--- src/rtl/fsm_lockstep_sequencer.sv ---
// ----------------------------------------------------------------------------
// fsm_lockstep_sequencer
//   Test-mode controller for a pair of sequence-detector FSMs (binary-encoded
//   and one-hot). It feeds both FSMs the same w stimulus from a latched bit
//   pattern and single-steps them together. After every step it compares their
//   za outputs, counts the za assertions, and halts on the first disagreement.
//
// Ports
//   Clk       system clock; all state changes on the rising edge
//   R         asynchronous active-low reset
//   start     rising edge begins a run (ignored while a run is in progress)
//   pattern   w stimulus, bit 0 applied first; latched at start
//   length    number of steps; values above PAT_W clamp to PAT_W; latched
//   za_bin    za from the binary-encoded FSM
//   za_hot    za from the one-hot FSM
//   w_out     w driven to both FSMs
//   step      one-cycle clock enable to both FSMs
//   fsm_rst   active-high synchronous reset to both FSMs
//   busy      run in progress
//   done      run finished with no mismatch (sticky until next start)
//   mismatch  za_bin != za_hot was seen (sticky until next start)
//   fail_idx  step index of the first mismatch
//   za_count  number of sampled steps with za_bin = 1
// ----------------------------------------------------------------------------
module fsm_lockstep_sequencer #(
  parameter int PAT_W    = 16,
  parameter int IDX_W    = 5,
  parameter int STEP_DIV = 4
) (
  input  logic             Clk,
  input  logic             R,
  input  logic             start,
  input  logic [PAT_W-1:0] pattern,
  input  logic [IDX_W-1:0] length,
  input  logic             za_bin,
  input  logic             za_hot,
  output logic             w_out,
  output logic             step,
  output logic             fsm_rst,
  output logic             busy,
  output logic             done,
  output logic             mismatch,
  output logic [IDX_W-1:0] fail_idx,
  output logic [IDX_W-1:0] za_count
);

  localparam int               WC_W    = (STEP_DIV > 1) ? $clog2(STEP_DIV) : 1;
  localparam logic [IDX_W-1:0] PAT_MAX = IDX_W'(PAT_W);

  typedef enum logic [2:0] {
    S_IDLE, S_CLR, S_STEP, S_SAMPLE, S_WAIT, S_DONE, S_ERROR
  } state_e;

  state_e           state_q, state_d;
  logic             start_q;
  logic             start_edge;
  logic [PAT_W-1:0] pattern_q, pattern_d;
  logic [IDX_W-1:0] len_q, len_d;
  logic [IDX_W-1:0] idx_q, idx_d;
  logic [IDX_W-1:0] za_count_q, za_count_d;
  logic [IDX_W-1:0] fail_idx_q, fail_idx_d;
  logic [WC_W-1:0]  wcnt_q, wcnt_d;
  logic             w_out_q, w_out_d;
  logic             step_q, step_d;
  logic             fsm_rst_q, fsm_rst_d;
  logic             busy_q, busy_d;
  logic             done_q, done_d;
  logic             mismatch_q, mismatch_d;

  always_comb begin
    state_d    = state_q;
    pattern_d  = pattern_q;
    len_d      = len_q;
    idx_d      = idx_q;
    za_count_d = za_count_q;
    fail_idx_d = fail_idx_q;
    wcnt_d     = wcnt_q;
    start_edge = start & ~start_q;

    case (state_q)
      S_IDLE, S_DONE, S_ERROR: begin
        if (start_edge) begin
          state_d    = S_CLR;
          pattern_d  = pattern;
          len_d      = (length > PAT_MAX) ? PAT_MAX : length;
          idx_d      = '0;
          za_count_d = '0;
          fail_idx_d = '0;
        end
      end
      S_CLR:  state_d = (len_q == '0) ? S_DONE : S_STEP;
      S_STEP: state_d = S_SAMPLE;
      S_SAMPLE: begin
        // The FSMs advanced on the closing edge of STEP, so za is settled here.
        if (za_bin != za_hot) begin
          fail_idx_d = idx_q;
          state_d    = S_ERROR;
        end else begin
          za_count_d = za_count_q + IDX_W'(za_bin);
          idx_d      = idx_q + IDX_W'(1);
          if (idx_d == len_q) begin
            state_d = S_DONE;
          end else if (STEP_DIV > 0) begin
            state_d = S_WAIT;
            wcnt_d  = '0;
          end else begin
            state_d = S_STEP;
          end
        end
      end
      S_WAIT: begin
        if (int'(wcnt_q) >= STEP_DIV - 1) state_d = S_STEP;
        else                              wcnt_d  = wcnt_q + WC_W'(1);
      end
      default: state_d = S_IDLE;
    endcase

    // Outputs are decoded from the next state so they register alongside it.
    // w holds through SAMPLE because idx only advances at the end of SAMPLE.
    w_out_d    = ((state_d == S_STEP) || (state_d == S_SAMPLE)) &&
                 (|(pattern_d & (PAT_W'(1) << idx_d)));
    step_d     = (state_d == S_STEP);
    fsm_rst_d  = (state_d == S_CLR);
    busy_d     = (state_d == S_CLR) || (state_d == S_STEP) ||
                 (state_d == S_SAMPLE) || (state_d == S_WAIT);
    done_d     = (state_d == S_DONE);
    mismatch_d = (state_d == S_ERROR);
  end

  always_ff @(posedge Clk or negedge R) begin
    if (!R) begin
      state_q    <= S_IDLE;
      start_q    <= 1'b0;
      pattern_q  <= '0;
      len_q      <= '0;
      idx_q      <= '0;
      za_count_q <= '0;
      fail_idx_q <= '0;
      wcnt_q     <= '0;
      w_out_q    <= 1'b0;
      step_q     <= 1'b0;
      fsm_rst_q  <= 1'b0;
      busy_q     <= 1'b0;
      done_q     <= 1'b0;
      mismatch_q <= 1'b0;
    end else begin
      state_q    <= state_d;
      start_q    <= start;
      pattern_q  <= pattern_d;
      len_q      <= len_d;
      idx_q      <= idx_d;
      za_count_q <= za_count_d;
      fail_idx_q <= fail_idx_d;
      wcnt_q     <= wcnt_d;
      w_out_q    <= w_out_d;
      step_q     <= step_d;
      fsm_rst_q  <= fsm_rst_d;
      busy_q     <= busy_d;
      done_q     <= done_d;
      mismatch_q <= mismatch_d;
    end
  end

  assign w_out    = w_out_q;
  assign step     = step_q;
  assign fsm_rst  = fsm_rst_q;
  assign busy     = busy_q;
  assign done     = done_q;
  assign mismatch = mismatch_q;
  assign fail_idx = fail_idx_q;
  assign za_count = za_count_q;

endmodule

--- config.mk ---
export PLATFORM = sky130hd
export DESIGN_NAME = fsm_lockstep_sequencer
export DESIGN_NICKNAME = d
export VERILOG_FILES = /design/src/rtl/fsm_lockstep_sequencer.sv
export SDC_FILE = /design/constraint.sdc
export NUM_CORES = 1
export LEC_CHECK = 0
export CORE_ASPECT_RATIO = 0.9
export CORE_MARGIN = 2
export CORE_UTILIZATION = 45
export DETAILED_ROUTE_END_ITERATION = 12
export PLACE_DENSITY = 0.7
export SYNTH_ARGS = -nofsm -noshare
export SYNTH_HDL_FRONTEND = slang
export SYNTH_SLANG_ARGS = --single-unit
--- constraint.sdc ---
create_clock -name Clk -period 2.6 [get_ports Clk]
set_input_delay 0.26 -clock Clk [delete_from_list [all_inputs] [get_ports Clk]]
set_output_delay 0.26 -clock Clk [all_outputs]
set_load 0.1 [all_outputs]
# After elaboration in Yosys (flattened, before gate mapping)
# Cells that the tools add are included.
# totals
out_inout_bits,16
ff_bits,48
inputBits,26
word_cells,78
# classes
magnitude_cmp,2
shift,1
addsub,3
n_bitwise,3
n_reduce_logical,15
n_eq_ne,19
mux,21
# op_table
op,count
$mux 16,2
$mux 5,6
$pmux 5 s2,3
$eq 3x3->1 const B,6
$and 16x16->16,1
$reduce_or 16->1,1
$shl 1x5->16 const A,1
$pmux 3 s5,1
$eq 3x2->1 const B,4
$ne 2x2->1 const B,5
$mux 3,3
$mux 2,4
$eq 3x1->1 const B,2
$reduce_and 3->1,2
$add 5x1->5,1
$add 5x1->5 const B,1
$eq 5x5->1,1
$gt 5x5->1 const B,1
$logic_not 5->1,1
$logic_or 1x1->1,4
$pmux 2 s2,1
$reduce_and 4->1,1
$reduce_bool 2->1,2
$logic_not 3->1,1
9 further kinds,9

# Longest topological paths before layout
# logic_depth
ltp_word,9
mapped_depth,11
ltp_nobuf,9

# Worst setup path before layout
# Ideal clock, no wire load.
# synth_timing
kind,register to register
startpoint,register state_q[2]
endpoint,register w_out_q (netlist: w_out)
setup_ns,0.131
path_slack_ns,0.505
period_less_slack_ns,2.095
n_path_buf,2
path_stages_with_launch,10
required_ns,2.469
arrival_time_ns,1.963
cell_sequence,dfrtp_1 buf_4 and4bb_1 o21a_2 o21bai_4 a22o_1 buf_6 mux2_4 a21oi_1 o211ai_1
# synth_between
elab_chain_cells,7
word_cells_on_any_way,20
classes_between,eq/ne: 8; shift: 1; mux: 5; bitwise: 1; reduce/logical: 5
# synth_lines
element,line,rtl
from (decl),54,"state_e state_q, state_d;"
from (signal assigned),147,state_q <= state_d;
$eq 3x3->1 or $logic_not 3->1 (tied branches),80,case (state_q)
$reduce_or 3->1,80,
$pmux 5 s2 (*),80,
net idx_d[1],59,"logic [IDX_W-1:0] idx_q, idx_d;"
$shl 1x5->16 (*),121,(|(pattern_d & (PAT_W'(1) << idx_d)));
$and 16x16->16 (*),121,
$reduce_or 16->1 (*),121,
$logic_and 1x1->1 (*),120,w_out_d = ((state_d == S_STEP) || (state_d == S_SAMPLE)) &&
net w_out_d,63,"logic w_out_q, w_out_d;"
to (signal assigned),155,w_out_q <= w_out_d;
to (decl),63,
# The timed path passes the listed nets; every way through them passes the cells marked *.
# A chain may end at the register's enable or synchronous reset.

# Final worst setup path
# layout_timing
startpoint,register idx_q[0]
endpoint,register wcnt_q[0]
# layout_between
elab_chain_cells,4
# layout_lines
element,line,rtl
from (decl),59,
from (signal assigned),151,idx_q <= idx_d;
$add 5x1->5,100,idx_d = idx_q + IDX_W'(1);
$eq 5x5->1,101,if (idx_d == len_q) begin
$ne 2x2->1 (no source line),--,
$reduce_and 4->1 (no source line),--,
to (signal assigned),154,wcnt_q <= wcnt_d;
to (decl),62,"logic [WC_W-1:0] wcnt_q, wcnt_d;"
# No other way between the ends.

==> summary.txt <==
Logic synthesis
  – Cell taking the most area after synthesis: dfrtp_1
  – Synthesized Nets: 244
  – Syn Inst Count: between 200 and 250
  – Syn Std Cell Area: 2400 µm²
  – Synth top area share: 50.0%
  – Synth Register Bits: 48
  – Syn. warnings: 0
  – EDFF count, synth: 0
  – Count leader, synth: dfrtp_1
  – Register area share after synthesis: 50.0%
  – Synth unique cells: 47
  – List of most frequent post-synthesis cells: 48 x dfrtp_1, 21 x nand2_1, 15 x nor2_1
  – Average size of a mapped cell: 11.2 µm²
  – Async S/R FF share, synth: 100%
  – Top_reg_cell synth: dfrtp_1
  – Dominant cells by area after synthesis: dfrtp_1 50%, mux2_4 4.4%, mux2i_1 3.7%

Global routing
  – Total grt overflow: 0
  – Pin count of the biggest net entering global routing: 29
  – GRT Overall Usage: 16.5%
  – Global-route wire length before repair: between 7000 and 8000 µm
  – Vias in the first global route: 1596
  – Initial antenna violation count: 0

Worst hold path
  – Hold Crit Class: in -> async

Clock tree
  – Num CTS Buffers: 5
  – Worst-skew pair later-pin latency: 0.30 ns
  – CTS tree: built
  – Max clock buf depth: 2
  – CTS root buffer: clkbuf_8
  – Resized cells post-CTS: 0
  – H-tree Lvls: 2
  – Clock sinks: 48
  – Clock transition at the registers of the reported paths: 0.09 ns

Setup path
  – RR Startpoint: idx_q[0]$_DFF_PN0_
  – Data required, critical path: 2.84 ns
  – Reg2Reg Setup Slack: 0.21 ns
  – Crit path kind: reg -> reg
  – Reg2Reg Depth: 8
  – Worst R2R End: wcnt_q[0]$_DFFE_PN0P_
  – CP Launch Type: flip-flop
  – Crit path DAT: 2.63 ns
  – Crit Path Max Fanout: 6
  – CP startpoint: idx_q[0]$_DFF_PN0_
  – CP endpoint kind: flip-flop
  – Setup crit end: wcnt_q[0]$_DFFE_PN0P_

Placement
  – Routability cong.: 0.803
  – Placed Cells incl. Taps: 325
  – Port bufs: between 40 and 50
  – Placed wire-length estimate: between 3000 and 4000 µm

Detailed routing
  – Final wirelength: 4720 µm
  – Via count: 1721
  – DR iter-0 viols: 81
  – Drt wl/cell: ~14 µm
  – Vias per cell: between 5 and 6
  – Post-route ant nets: 0
  – First drt pass iteration count: 4
  – Residual DRC count: 0

Floorplanning
  – Die H: 73.3 µm
  – CORE AREA: 5190 µm²
  – Cell Rows: 25
  – Die ar.: roughly 5900 µm²
  – Starting Density: a little under half
  – # IOs: 42
  – Die W: 81.0 µm

STA
  – Setup TNS: 0 ns
  – Crit share post-route: roughly nine tenths
  – Final Max Slew Viols: 0
  – Final setup viols: 0
  – Tmin final: 2.39 ns
  – Slew Limit Headroom: 65.2%
  – FMAX: 419 MHz
  – Setup repair after global routing missed its margin: false
  – Endpoints failing hold: 0
  – Worst clock skew: 0.0104 ns
  – Measured slew at the worst slew-check pin: slightly above 0.5 ns

Final layout
  – Fin nets: 296
  – Ant diodes: 0
  – Layout cells sized above 1: 21.0%
  – Final non-filler cell total: 334
  – Layout area overhead: 24.5%

Job
  – Max-Cap Viols: 0

Status
  – Outcome: finished clean

Power
  – Pleak: 1.42 nW
  – Worst vdd ir: about 0.6 mV
  – Power density over the cells: roughly 1100 nW/µm²
==> cell families (layout without fill, tap and decap cells) <==
family	after synthesis	after routing	synth area share (%)
flip-flops	48	48	50.0
AND/OR/NAND/NOR	70	70	14.9
buffers and inverters	13	66	3.23
adder cells (fa/ha/maj)	4	4	2.08
XOR/XNOR	12	12	4.69
AO/OA/AOI/OAI	43	43	13.2
multiplexers	24	24	11.9
==> cell usage in the layout (no fill, tap or decap), types with 2 or more instances in the layout <==
| cell | count |
|---|---|
| ha_1 | 4 |
| o21ai_1 | 2 |
| xnor2_1 | 6 |
| nand4b_1 | 2 |
| o22ai_1 | 3 |
| nand3_1 | 5 |
| mux2i_1 | 9 |
| o21ai_0 | 10 |
| nor2_1 | 15 |
| xor2_1 | 5 |
| clkbuf_8 | 6 |
| clkdlybuf4s50_1 | 24 |
| buf_4 | 25 |
| a22o_1 | 9 |
| nand2_1 | 21 |
| mux2_4 | 7 |
| nand2b_1 | 9 |
| o211ai_1 | 2 |
| dfrtp_1 | 48 |
| nor4_1 | 2 |
| mux2_1 | 3 |
| inv_1 | 5 |
| mux2_2 | 5 |
| a21oi_1 | 6 |
| a21o_1 | 2 |
| nor2b_1 | 7 |
==> sequential cells by signal, summed over array words and instances (netlist names) <==
signal / cells
busy: 1
done: 1
fail_idx: 5
fsm_rst: 1
idx_q: 5
len_q: 5
mismatch: 1
pattern_q: 16
start_q: 1
state_q: 3
step: 1
w_out: 1
wcnt_q: 2
za_count: 5
==> where the power goes <==
part           switching [mW]  total, mW  internal (mW)  leakage [nW]
sequential              0.150       1.14          0.994         0.621
combinational           0.947       1.57          0.622         0.752
clock                   0.248      0.466          0.218        0.0516
total                    1.34       3.18           1.83          1.42
==> repair_timing <==
action,in CTS,in global routing
hold endpoints to repair,20,0
hold buffers,1,0
buffers inserted,0,0
==> per-layer routing <==
metal	part of all wire [%]	global-route usage [%]
met5	0	0
met4	0	4.52
met3	3.7	3.07
met2	46	25.0
met1	51	24.4
==> worst min-delay path by stage <==
stage / cells after the start / startpoint / slack, ns / endpoint
floorplan: 0 / R / -0.04 / busy$_DFF_PN0_
global placement: 1 / R / 0.24 / busy$_DFF_PN0_
detailed placement: 1 / R / 0.25 / wcnt_q[1]$_DFFE_PN0P_
CTS: 2 / R / 0.45 / len_q[3]$_DFFE_PN0P_
global route: 2 / R / 0.48 / wcnt_q[1]$_DFFE_PN0P_
finish: 2 / R / 0.44 / len_q[3]$_DFFE_PN0P_
==> metrics by stage <==
stage | cell area, µm² | setup WS (ns) | hold slack, ns | util (%) | power, mW
final | 2990 | 0.214 | 0.441 | 57.6 | 3.18
after global routing | 2990 | 0.0163 | 0.478 | 57.6 | 3.39
after CTS | 2990 | 0.229 | 0.453 | 57.6 | 3.20
after detailed placement | 2890 | 0.0973 | 0.246 | 55.6 | 2.73
after global placement | 2890 | 0.144 | 0.238 | 55.6 | 2.71
after floorplan | 2400 | 0.505 | -0.0356 | - | 2.36
==> layout make-up <==
type                       instances  area (µm²)
fill                             488        2200
sequential                        48        1200
multi-input combinational        153        1120
timing repair buffer              52         463
tap                               67        83.8
clock buffer                       6        82.6
inverter                           6        22.5
clock inverter                     2        13.8
==> critical path, cell delays in order, from the launching register on <==
cell and delay (ns):
dfrtp_1 0.47, ha_1 0.33, mux2i_1 0.22, a21oi_1 0.09
o21a_1 0.20, a221oi_1 0.43, nand3_1 0.25, nor4_1 0.23
a21o_1 0.11
Note: power is estimated with default switching activity, not from simulation.
